## src/rtl/mem_lsu.sv

```systemverilog
// Load/store unit: one outstanding memory transaction at a time.
// Misaligned accesses fault locally; loads abort after TIMEOUT cycles.
module mem_lsu #(
   parameter int TIMEOUT = 255
) (
   input  logic        clk,
   input  logic        rst_n,
   input  logic        req_valid,
   output logic        req_ready,
   input  logic        req_is_store,
   input  logic [63:0] req_addr,
   input  logic [63:0] req_wdata,
   input  logic [4:0]  req_rd,
   output logic        mem_req_valid,
   output logic        mem_we,
   output logic [63:0] mem_addr,
   output logic [63:0] mem_wdata,
   input  logic        mem_req_ready,
   input  logic        mem_rvalid,
   input  logic [63:0] mem_rdata,
   output logic        resp_valid,
   output logic [63:0] resp_data,
   output logic [4:0]  resp_rd,
   output logic        resp_err,
   input  logic        resp_ready
);

   typedef enum logic [1:0] {
      IDLE,
      ISSUE,
      WAIT,
      RESP
   } state_t;

   localparam logic [10:0] TO_LIMIT = 11'(TIMEOUT);

   state_t      state;
   state_t      state_nxt;
   logic [9:0]  cnt;
   logic [63:0] addr_q;
   logic [63:0] wdata_q;
   logic [63:0] rdata_q;
   logic [4:0]  rd_q;
   logic        we_q;
   logic        err_q;
   logic        misalign;
   logic        cnt_hit;

   assign misalign = (req_addr[2:0] != 3'd0);
   assign cnt_hit  = (({1'b0, cnt} + 11'd1) == TO_LIMIT);

   // Handshake outputs decode straight from the state register.
   assign req_ready     = (state == IDLE);
   assign mem_req_valid = (state == ISSUE);
   assign resp_valid    = (state == RESP);

   assign mem_we    = we_q;
   assign mem_addr  = addr_q;
   assign mem_wdata = wdata_q;
   assign resp_data = rdata_q;
   assign resp_rd   = rd_q;
   assign resp_err  = err_q;

   // State register.
   always_ff @(posedge clk or negedge rst_n) begin
      if (!rst_n) begin
         state <= IDLE;
      end else begin
         state <= state_nxt;
      end
   end

   // Next-state decode.
   always_comb begin
      state_nxt = state;
      unique case (state)
         IDLE: begin
            if (req_valid) begin
               state_nxt = misalign ? RESP : ISSUE;
            end
         end
         ISSUE: begin
            if (mem_req_ready) begin
               state_nxt = we_q ? RESP : WAIT;
            end
         end
         WAIT: begin
            if (mem_rvalid || cnt_hit) begin
               state_nxt = RESP;
            end
         end
         RESP: begin
            if (resp_ready) begin
               state_nxt = IDLE;
            end
         end
         default: state_nxt = IDLE;
      endcase
   end

   // Request capture, timeout counter and response payload.
   always_ff @(posedge clk or negedge rst_n) begin
      if (!rst_n) begin
         cnt     <= '0;
         addr_q  <= '0;
         wdata_q <= '0;
         rdata_q <= '0;
         rd_q    <= '0;
         we_q    <= 1'b0;
         err_q   <= 1'b0;
      end else begin
         unique case (state)
            IDLE: begin
               if (req_valid) begin
                  addr_q  <= req_addr;
                  wdata_q <= req_wdata;
                  we_q    <= req_is_store;
                  rd_q    <= req_rd;
                  rdata_q <= '0;
                  err_q   <= misalign;
               end
            end
            ISSUE: begin
               if (mem_req_ready) begin
                  cnt     <= '0;
                  rdata_q <= '0;
                  err_q   <= 1'b0;
               end
            end
            WAIT: begin
               if (mem_rvalid) begin
                  rdata_q <= mem_rdata;
                  err_q   <= 1'b0;
               end else begin
                  cnt <= cnt + 10'd1;
                  if (cnt_hit) begin
                     rdata_q <= '0;
                     err_q   <= 1'b1;
                  end
               end
            end
            RESP: begin
            end
            default: begin
            end
         endcase
      end
   end

endmodule

```

## config.mk

```make
export PLATFORM = sky130hd
export DESIGN_NAME = mem_lsu
export DESIGN_NICKNAME = d
export VERILOG_FILES = /design/src/rtl/mem_lsu.sv
export SDC_FILE = /design/constraint.sdc
export NUM_CORES = 1
export LEC_CHECK = 0
export ABC_AREA = 1
export BUFFER_PORTS_ARGS = -buffer_cell sky130_fd_sc_hd__clkbuf_2
export CAP_MARGIN = 20
export CORE_AREA = 2 2 159 161
export CTS_BUF_LIST = sky130_fd_sc_hd__clkbuf_4 sky130_fd_sc_hd__clkbuf_8
export DETAILED_ROUTE_END_ITERATION = 6
export DIE_AREA = 0 0 161 163
export REMOVE_ABC_BUFFERS = 1
export SLEW_MARGIN = 20
export SYNTH_ARGS = -nofsm -noshare
export SYNTH_HDL_FRONTEND = slang
export SYNTH_SLANG_ARGS = --single-unit
```

## constraint.sdc

```tcl
create_clock -name clk -period 2.3 [get_ports clk]
set_clock_uncertainty 0.15 [all_clocks]
set_input_delay 0.115 -clock clk [delete_from_list [all_inputs] [get_ports clk]]
set_output_delay 0.115 -clock clk [all_outputs]
set_load 0.02 [all_outputs]
```

==> out/qor.txt, run 1 <==
Status = completed
Gr busiest metal = met2
Die ar. = 26200 sq um
Clk buf depth = 3
Io pins = 406
Synth-to-Final Area Change = 62.0%
Post-synthesis sequential element count = 211
Worst slew pin tran = 0.598 ns
Global-route wire length before repair = 43.3 mm
Gr ovfl total = 0
Final hold violation count = 0
CP Capture Type = flop
Critical Path Source Type = flop
Post-synth top area share = 59.7%
Post-DP HPWL = 19.0 mm
Ys Warns = 0
Wirelength per Cell = 15.5 um
Final-report max-slew violation count = 0
Final #Nets = 1664
H-tree levels = 2
Synth Area in Compound Gates = 1.26%
Post-synthesis simple-gate area fraction = 15.2%
Slew headroom = 60.1%
Worst EP required = 2.59 ns
Post-synthesis xor/xnor area fraction = 0.198%
Routability Congestion = 0.803
Largest family of logic cells by synthesized area = multiplexers
FMAX = 464 MHz
CTS Buf Count = 38
Setup CP Type = flop to flop
Met1 usage = 25.5%
Multiplexer area fraction after synthesis = 16.7%
Peak supply drop = 0.722 mV
# setup viols final = 0
Clock transition at path regs = 0.06 ns
Initial antenna violation count = 5
Worst skew pair latency = 0.51 ns
Grt met2 use = 35.6%
Max cap viols = 0
Clk sinks = 211
I/O Buffers = 405
Sum of negative setup slack = 0 ns
Post-route ant nets = 0
Crit path arrival time = 2.45 ns
Core Region = 24700 sq um
Die height = 163 um
Final period demand of the worst path = 2.16 ns
Largest net degree at the start of global routing = 69
DR iter-0 viols = 282
Total GRT Usage = 20.7%
Hold WS = 0.179 ns
Clk root buf = clkbuf_8
Setup slack at placement = 0.0853 ns
Synth top area cells = dfrtp_1 (60%), mux2_2 (17%), nand2_1 (7.1%)
Part of the cycle the worst path needs = 93.7%
CTS tree = built
Share of cells above drive strength 1 = 43.1%
Die width = 161 um
Vias = 8145
Mapped Area = 8840 sq um
Fin worst setup slack = 0.145 ns
Initial core utilization = 35.8%
Post-Synth Adder-Cell Area = 0.849%
Tightest Hold Check Type = input pin to flop
Avg Inst Size Synth = 10.7 sq um
Cell Pwr Density = 1310 nW/um^2
Met3 usage = 5.07%
Vias per cell = 4.49
Vias in the first global route = 8187
Crit-path max FO = 31
FP Rows = 58
Yosys top cell by area = dfrtp_1
Leakage = 0.00766 uW
Post CTS Setup Buffer Count = 0
Count of cell types in the netlist = 26
DRC = 0
Sequential area share after synthesis = 59.7%
Pre-Repair DR Iteration Count = 5
Final wirelength = 28.1 mm
Syn Inst Count = 824
## path summary, 6_finish.rpt
path	start	slack, ns	endpoint	depth (start not counted)
max	state[0]$_DFFE_PN0P_	0.14	resp_data[44]$_DFFE_PN0P_	9
max reg2reg	state[0]$_DFFE_PN0P_	0.14	resp_data[44]$_DFFE_PN0P_	9
min	req_valid	0.18	mem_wdata[59]$_DFFE_PN0P_	3
min in group asynchronous	rst_n	0.52	resp_data[16]$_DFFE_PN0P_	3
min reg2reg	resp_data[6]$_DFFE_PN0P_	0.32	resp_data[6]$_DFFE_PN0P_	2
max in group asynchronous	rst_n	0.50	mem_addr[8]$_DFFE_PN0P_	4
## cell families after synthesis
| family | after synthesis |
|---|---|
| flops | 211 |
| fa+ha+maj | 6 |
| compound gates | 20 |
| simple gates | 327 |
| buf+inv | 127 |
| xor+xnor | 2 |
| mux | 131 |
## state kept, by name, summed over array words and instances, names as in the netlist
name       flops
cnt           10
mem_addr      64
mem_wdata     64
mem_we         1
resp_data     64
resp_err       1
resp_rd        5
state          2
## power breakdown
| group | internal [uW] | total [uW] | leakage, uW | switching (uW) |
|---|---|---|---|---|
| Clock | 2240 | 3760 | 0.000445 | 1520 |
| Combinational | 3380 | 8700 | 0.00459 | 5320 |
| Sequential | 5420 | 6360 | 0.00263 | 939 |
| Total | 11000 | 18800 | 0.00766 | 7770 |
## cell usage in the layout (no fill, tap or decap), types with 9 or more instances in the layout
cell             n
buf_12           9
buf_4           13
clkbuf_2       404
clkbuf_4        11
clkbuf_8        50
dfrtp_1        210
dlygate4sd3_1  204
inv_1           82
mux2_2         131
nand2_1        165
nand3_1         77
nor2_1          75
o21ai_0         13
## critical path, cell delays in order, from the launching register on
cell	delay (ns)
dfrtp_1	0.44
inv_1	0.11
ha_1	0.28
inv_1	0.14
o21ai_0	0.38
a21oi_4	0.08
nand2_4	0.15
buf_12	0.19
nand2_1	0.08
nand2_1	0.06
## routing by layer
layer | part of all wire, % | vias up
li1 | - | 3906
met1 | 40 | 3827
met2 | 50 | 348
met3 | 7.2 | 62
met4 | 3.0 | 2
met5 | 0.046 | -
## repair_timing
item                       CTS  global route
hold buffers               205             0
resized for setup            0             8
setup endpoints to repair    0            79
hold endpoints to repair   421             0
## synth_stat cells, drive strengths merged
library cell / instances
a21oi: 3
buf: 14
clkbuf: 29
dfrtp: 211
ha: 6
inv: 84
mux2: 131
nand2: 169
nand3: 78
nand4: 1
nor2: 77
nor3: 1
nor4: 1
o211ai: 1
o21ai: 13
o21bai: 1
o31ai: 1
o32ai: 1
xnor2: 1
xor2: 1
## final cells by class
| type | count | area, sq um |
|---|---|---|
| fill | 2061 | 10400 |
| sequential | 211 | 5280 |
| timing repair buffer | 633 | 4390 |
| multi-input combinational | 486 | 3070 |
| clock buffer | 61 | 771 |
| tap | 330 | 413 |
| inverter | 84 | 315 |
| clock inverter | 6 | 62.6 |
| antenna | 5 | 12.5 |
## through the flow
stage | cells | utilization (%) | power (uW) | area (sq um)
after floorplan | 781 | - | 11000 | 8620
after global placement | 1538 | 46.1 | 14600 | 11400
after detailed placement | 1538 | 46.1 | 14700 | 11400
after CTS | 1810 | 57.8 | 18900 | 14300
after global routing | 1815 | 58.0 | 20000 | 14300
final | 1816 | 58.0 | 18800 | 14300
(Power assumes the default switching activity.)
==> run 2, diff against run 1 <==
REMOVE_ABC_BUFFERS = unset   (was 1)
==> run 2 against run 1 <==
Effect of this change: global-route usage about the same; wire length up 0.28%; utilization up 0.11 points; critical endpoint is now mem_wdata[3]$_DFFE_PN0P_.
==> out/qor.txt, run 2 (same netlist as run 1, synthesis figures left out) <==
Die ar. = 26200 sq um (unchanged)
Max Used Layer = met4 (was met5)
FP Rows = 58 (unchanged)
Total GRT Usage = 20.7% (about the same)
Die width = 161 um (unchanged)
Non-filler cells, final = 1819 (was 1816)
H-tree levels = 2 (unchanged)
Final period demand of the worst path = 2.17 ns (was 2.16 ns)
Slew headroom = 61.2% (was 60.1%)
Met2 wire len = 13.9 mm (was 14.0 mm)
Tightest Hold Check Type = input pin to asynchronous set/reset pin (was input pin to flop)
Sum of negative setup slack = 0 ns (unchanged)
Clk root buf = clkbuf_8 (unchanged)
Leakage = 0.00769 uW (was 0.00766 uW)
Wirelength per Cell = 15.5 um (about the same)
Crit-path max FO = 10 (was 31)
# setup viols final = 0 (unchanged)
Status = completed (unchanged)
CP Capture Type = flop (unchanged)
DR iter-0 viols = 450 (was 282)
Clk buf depth = 3 (unchanged)
Vias per cell = 4.49 (about the same)
RSZ-0062 raised after global routing = no
Synth-to-Final Area Change = 62.3% (was 62.0%)
Final instance area = 14300 sq um (about the same)
Post-route ant nets = 0 (unchanged)
Part of the cycle the worst path needs = 94.3% (was 93.7%)
Largest net degree at the start of global routing = 65 (was 69)
Worst skew pair latency = 0.53 ns (was 0.51 ns)
Share of cells above drive strength 1 = 43.0% (was 43.1%)
I/O Buffers = 405 (unchanged)
DRC = 0 (unchanged)
Commonest non-fill, non-tap cell in the layout = clkbuf_2 (unchanged)
Clock transition at path regs = 0.06 ns (about the same)
Final-report max-slew violation count = 0 (unchanged)
Critical Path Source Type = flop (unchanged)
Crit-path cells = inv_1 -> ha_1 -> nand2_4 -> mux2_2 -> dlygate4sd3_1 (was inv_1 -> ha_1 -> inv_1 -> o21ai_0 -> a21oi_4 -> nand2_4 -> buf_12 -> nand2_1 -> nand2_1)
Crit path buffers/inverters = 2 (was 3)
Slowest stage cell, crit path = dlygate4sd3_1 (was dfrtp_1)
Worst slew pin tran = 0.581 ns (was 0.598 ns)
FMAX = 461 MHz (was 464 MHz)
Global-route wire length before repair = 43.8 mm (was 43.3 mm)
Routability Congestion = 0.806 (was 0.803)
Cell Area, Placed = 11400 sq um (about the same)
Io pins = 406 (unchanged)
Vias in the first global route = 8574 (was 8187)
Gr ovfl total = 0 (unchanged)
Setup CP Type = flop to flop (unchanged)
Worst EP required = 2.55 ns (was 2.59 ns)
Max cap viols = 0 (unchanged)
Final #Nets = 1674 (was 1664)
Initial core utilization = 35.8% (unchanged)
Commonest cells after routing, fill and taps aside = clkbuf_2 (404), dlygate4sd3_1 (210), dfrtp_1 (209) (was clkbuf_2 (404), dfrtp_1 (210), dlygate4sd3_1 (204))
Vias = 8167 (was 8145)
Fillers = 2057 (was 2061)
Peak supply drop = 0.937 mV (was 0.722 mV)
Final hold violation count = 0 (unchanged)
Post-DP HPWL = 18.1 mm (was 19.0 mm)
CTS tree = built (unchanged)
Delay-heaviest family, CP = buffers and inverters (was compound AO/OA/AOI/OAI gates)
Met3 Wirelength = 2.01 mm (was 2.02 mm)
Die height = 163 um (unchanged)
Core Region = 24700 sq um (unchanged)
Syn Nets = 1034
Inst Count DP = 1538 (unchanged)
Wire length on met1 = 11.3 mm (was 11.2 mm)
Pre-Repair DR Iteration Count = 4 (was 5)
Initial antenna violation count = 0 (was 5)
# diodes = 0 (was 5)
Crit path arrival time = 2.42 ns (was 2.45 ns)
Final wirelength = 28.2 mm (was 28.1 mm)
Clk sinks = 211 (unchanged)
Cell Pwr Density = 1330 nW/um^2 (was 1310 nW/um^2)
Max incr delay on CP = 0.55 ns (was 0.44 ns)
CTS Buf Count = 39 (was 38)
run 2: cell count changes in the layout (fill, tap and decap cells not counted), sizes merged:
cell / delta
clkbuf: -5
buf: +3
inv: -1
clkinvlp: +1
dlymetal6s4s: -1
clkinv: +4
dlygate4sd3: +6
bufinv: +1
diode: -5
run 2: routing by layer:
layer | track usage [%] | up-vias
met5 | 0 | -
met4 | 8.16 | 0
met3 | 5.81 | 73
met2 | 35.3 | 307
met1 | 25.1 | 3874
li1 | - | 3913
run 2: where the power goes:
| group | internal, uW | switching (uW) | leakage, uW |
|---|---|---|---|
| clock | 2240 | 1570 | 0.000440 |
| sequential | 5420 | 988 | 0.00263 |
| combinational | 3480 | 5370 | 0.00462 |
run 2: layout make-up:
type	count	area, sq um	share of cell area (%)
clock buffers	55	719	5.01
clock inverters	11	111	0.776
inverters	84	315	2.20
multi-input cells	486	3050	21.3
flip-flops and latches	211	5280	36.8
well taps	330	413	2.88
repair buffers	642	4460	31.1
run 2: through the flow:
| step | hold slack, ns | power, uW | worst slack [ns] | util (%) |
|---|---|---|---|---|
| global placement | 0.0175 | 14600 | 0.232 | 46.0 |
| detailed placement | 0.00956 | 14700 | 0.166 | 46.0 |
| floorplan | -0.331 | 11600 | 0.105 | - |
| CTS | 0.000393 | 18900 | 0.0829 | 57.9 |
| global route | 0.0580 | 20200 | 0.0176 | 58.2 |
| finish | 0.0326 | 19100 | 0.131 | 58.2 |
run 2: path summary, 6_finish.rpt:
kind / from / end / slack, ns / cells past startpoint
hold reg to reg: resp_data[29]$_DFFE_PN0P_ / resp_data[29]$_DFFE_PN0P_ / 0.32 / 2
setup reg to reg: state[0]$_DFFE_PN0P_ / mem_wdata[3]$_DFFE_PN0P_ / 0.13 / 5
max in group asynchronous: rst_n / mem_wdata[2]$_DFFE_PN0P_ / 1.27 / 3
min in group clk: req_valid / state[1]$_DFFE_PN0P_ / 0.10 / 5
hold / removal: rst_n / mem_addr[36]$_DFFE_PN0P_ / 0.03 / 2
setup / recovery: state[0]$_DFFE_PN0P_ / mem_wdata[3]$_DFFE_PN0P_ / 0.13 / 5
run 2: repair_timing:
item | in CTS | in global routing
hold endpoints to repair | 416 | 0
endpoints found under the setup margin | 0 | 38
resized for setup | 0 | 4
setup buffers | 0 | 4
hold buffers | 210 | 0
==> run 3, diff against run 2 <==
CORE_AREA = 2 2 157 159   (was 2 2 159 161)
DIE_AREA = 0 0 159 161   (was 0 0 161 163)
PLACE_DENSITY = 0.66   (was unset)
==> run 3 against run 2 <==
Effect of this change: the run now ends with negative hold slack left; sequential cell count unchanged; critical path type unchanged; via count rose by 3.0%; clock power fell by 7.1%; sequential power rose by 0.6%; wire length rose by 9.3%.
==> out/qor.txt, run 3 (same netlist as run 1, synthesis figures left out) <==
Status = finished, violations left (was completed)
Failing checks = negative hold slack
Hold WS = -0.00708 ns (was 0.0326 ns)
Total GRT Usage = 23.3% (was 20.7%)
Core Region = 24000 sq um (was 24700 sq um)
Crit path arrival time = 2.39 ns (was 2.42 ns)
Final wirelength = 30.8 mm (was 28.2 mm)
Worst skew pair latency = 0.51 ns (was 0.53 ns)
CTS Buf Count = 37 (was 39)
Commonest non-fill, non-tap cell in the layout = clkbuf_2 (unchanged)
Share of cells above drive strength 1 = 42.6% (was 43.0%)
RSZ-0062 raised after global routing = no (unchanged)
Sum of negative setup slack = 0 ns (unchanged)
Final #Nets = 1670 (was 1674)
Synth-to-Final Area Change = 61.9% (was 62.3%)
DR iter-0 viols = 779 (was 450)
Gr ovfl total = 0 (unchanged)
Part of the cycle the worst path needs = 92.8% (was 94.3%)
FMAX = 469 MHz (was 461 MHz)
Commonest cells after routing, fill and taps aside = clkbuf_2 (404), dlygate4sd3_1 (213), dfrtp_1 (210) (was clkbuf_2 (404), dlygate4sd3_1 (210), dfrtp_1 (209))
Clk root buf = clkbuf_8 (unchanged)
H-tree levels = 2 (unchanged)
CTS tree = built (unchanged)
Largest net degree at the start of global routing = 79 (was 65)
Crit-path max FO = 36 (was 10)
Cell Pwr Density = 1320 nW/um^2 (was 1330 nW/um^2)
Final period demand of the worst path = 2.13 ns (was 2.17 ns)
Initial core utilization = 36.9% (was 35.8%)
Io pins = 406 (unchanged)
Clk buf depth = 3 (unchanged)
Routability Congestion = 0.830 (was 0.806)
Setup CP Type = flop to flop (unchanged)
FF-to-FF path depth = 6 (was 5)
Global-route wire length before repair = 47.2 mm (was 43.8 mm)
Tightest Hold Check Type = input pin to flop (was input pin to asynchronous set/reset pin)
Worst EP required = 2.55 ns (about the same)
Flip-flop and latch area = 5280 sq um (about the same)
Post-route ant nets = 0 (unchanged)
Final hold violation count = 2 (was 0)
CP Capture Type = flop (unchanged)
Max cap viols = 0 (unchanged)
Final Total Pwr = 18800 uW (was 19100 uW)
Die ar. = 25600 sq um (was 26200 sq um)
Slew headroom = 54.7% (was 61.2%)
Syn Nets = 1034 (unchanged)
I/O Buffers = 405 (unchanged)
Wirelength per Cell = 17.0 um (was 15.5 um)
Vias = 8413 (was 8167)
Initial antenna violation count = 3 (was 0)
# setup viols final = 0 (unchanged)
Vias in the first global route = 8959 (was 8574)
Post-DP HPWL = 18.6 mm (was 18.1 mm)
Critical Path Source Type = flop (unchanged)
Die width = 159 um (was 161 um)
Final-report max-slew violation count = 0 (unchanged)
Multi-input gate area = 3050 sq um (unchanged)
Fillers = 1882 (was 2057)
FP Rows = 57 (was 58)
Clock transition at path regs = 0.07 ns (was 0.06 ns)
Clk sinks = 211 (unchanged)
Vias per cell = 4.65 (was 4.49)
Die height = 161 um (was 163 um)
Leakage = 0.00767 uW (was 0.00769 uW)
Peak supply drop = 0.921 mV (was 0.937 mV)
DRC = 0 (unchanged)
Cell depth of the worst hold path = 4
Setup slack, reg-to-reg = 0.17 ns (was 0.13 ns)
Pre-Repair DR Iteration Count = 7 (was 4)
Worst slew pin tran = 0.679 ns (was 0.581 ns)
==> run 3: cell types whose count changed in the layout (fill, tap and decap cells not counted), sizes merged <==
cell / previous run / this run
bufinv: 2 / 0
inv: 85 / 86
clkinv: 7 / 0
clkbuf: 461 / 463
buf: 26 / 22
dlygate4sd3: 210 / 213
diode: 0 / 3
==> run 3: timing repair <==
action / CTS / global route
buffers inserted: 0 / 0
endpoints found under the hold margin: 418 / 0
endpoints found under the setup margin: 0 / 38
resized for setup: 0 / 3
hold buffers: 213 / 0
==> run 3: metrics by stage <==
step / cell area, sq um / worst slack [ns] / std cells / hold slack [ns] / util, %
3_5_place_dp: 11400 / 0.130 / 1531 / -0.00596 / 47.5
3_3_place_gp: 11400 / 0.178 / 1531 / -0.00804 / 47.5
2_1_floorplan: 8840 / 0.105 / 824 / -0.331 / -
4_1_cts: 14300 / 0.119 / 1805 / 0.00211 / 59.6
5_1_grt: 14300 / 0.0151 / 1809 / 0.0154 / 59.7
6_report: 14300 / 0.166 / 1809 / -0.00708 / 59.7
==> run 3: worst paths after layout <==
kind,startpoint,to
worst max-delay path,state[0]$_DFFE_PN0P_,mem_addr[31]$_DFFE_PN0P_
worst min-delay path,req_valid,mem_addr[1]$_DFFE_PN0P_
worst max register to register,state[0]$_DFFE_PN0P_,mem_addr[31]$_DFFE_PN0P_
worst min register to register,resp_data[21]$_DFFE_PN0P_,resp_data[21]$_DFFE_PN0P_
max in group asynchronous,rst_n,mem_addr[33]$_DFFE_PN0P_
min in group asynchronous,rst_n,resp_data[42]$_DFFE_PN0P_
==> run 3: where the power goes <==
part	total [uW]	internal (uW)	switching, uW
clock network	3540	2010	1530
logic	8840	3370	5470
registers	6450	5420	1030
==> run 3: per-layer routing <==
metal	part of all wire [%]	track usage, %
met1	37	25.8
met2	50	40.5
met3	8.2	6.96
met4	5.1	12.8
met5	0	0
==> run 3: final cells by class <==
type                       instances  share of cell area [%]
sequential                       211                    36.9
timing repair buffer             640                    31.4
multi-input combinational        486                    21.3
clock buffer                      58                    5.10
tap                              324                    2.83
inverter                          84                    2.20
clock inverter                     3                   0.175
antenna                            3                  0.0524
==> run 3: critical path: stages, from the launching register on <==
cell     delay (ns)
dfrtp_1        0.45
inv_1          0.10
ha_1           0.22
buf_4          0.15
nand2_4        0.25
buf_12         0.27
mux2_2         0.41
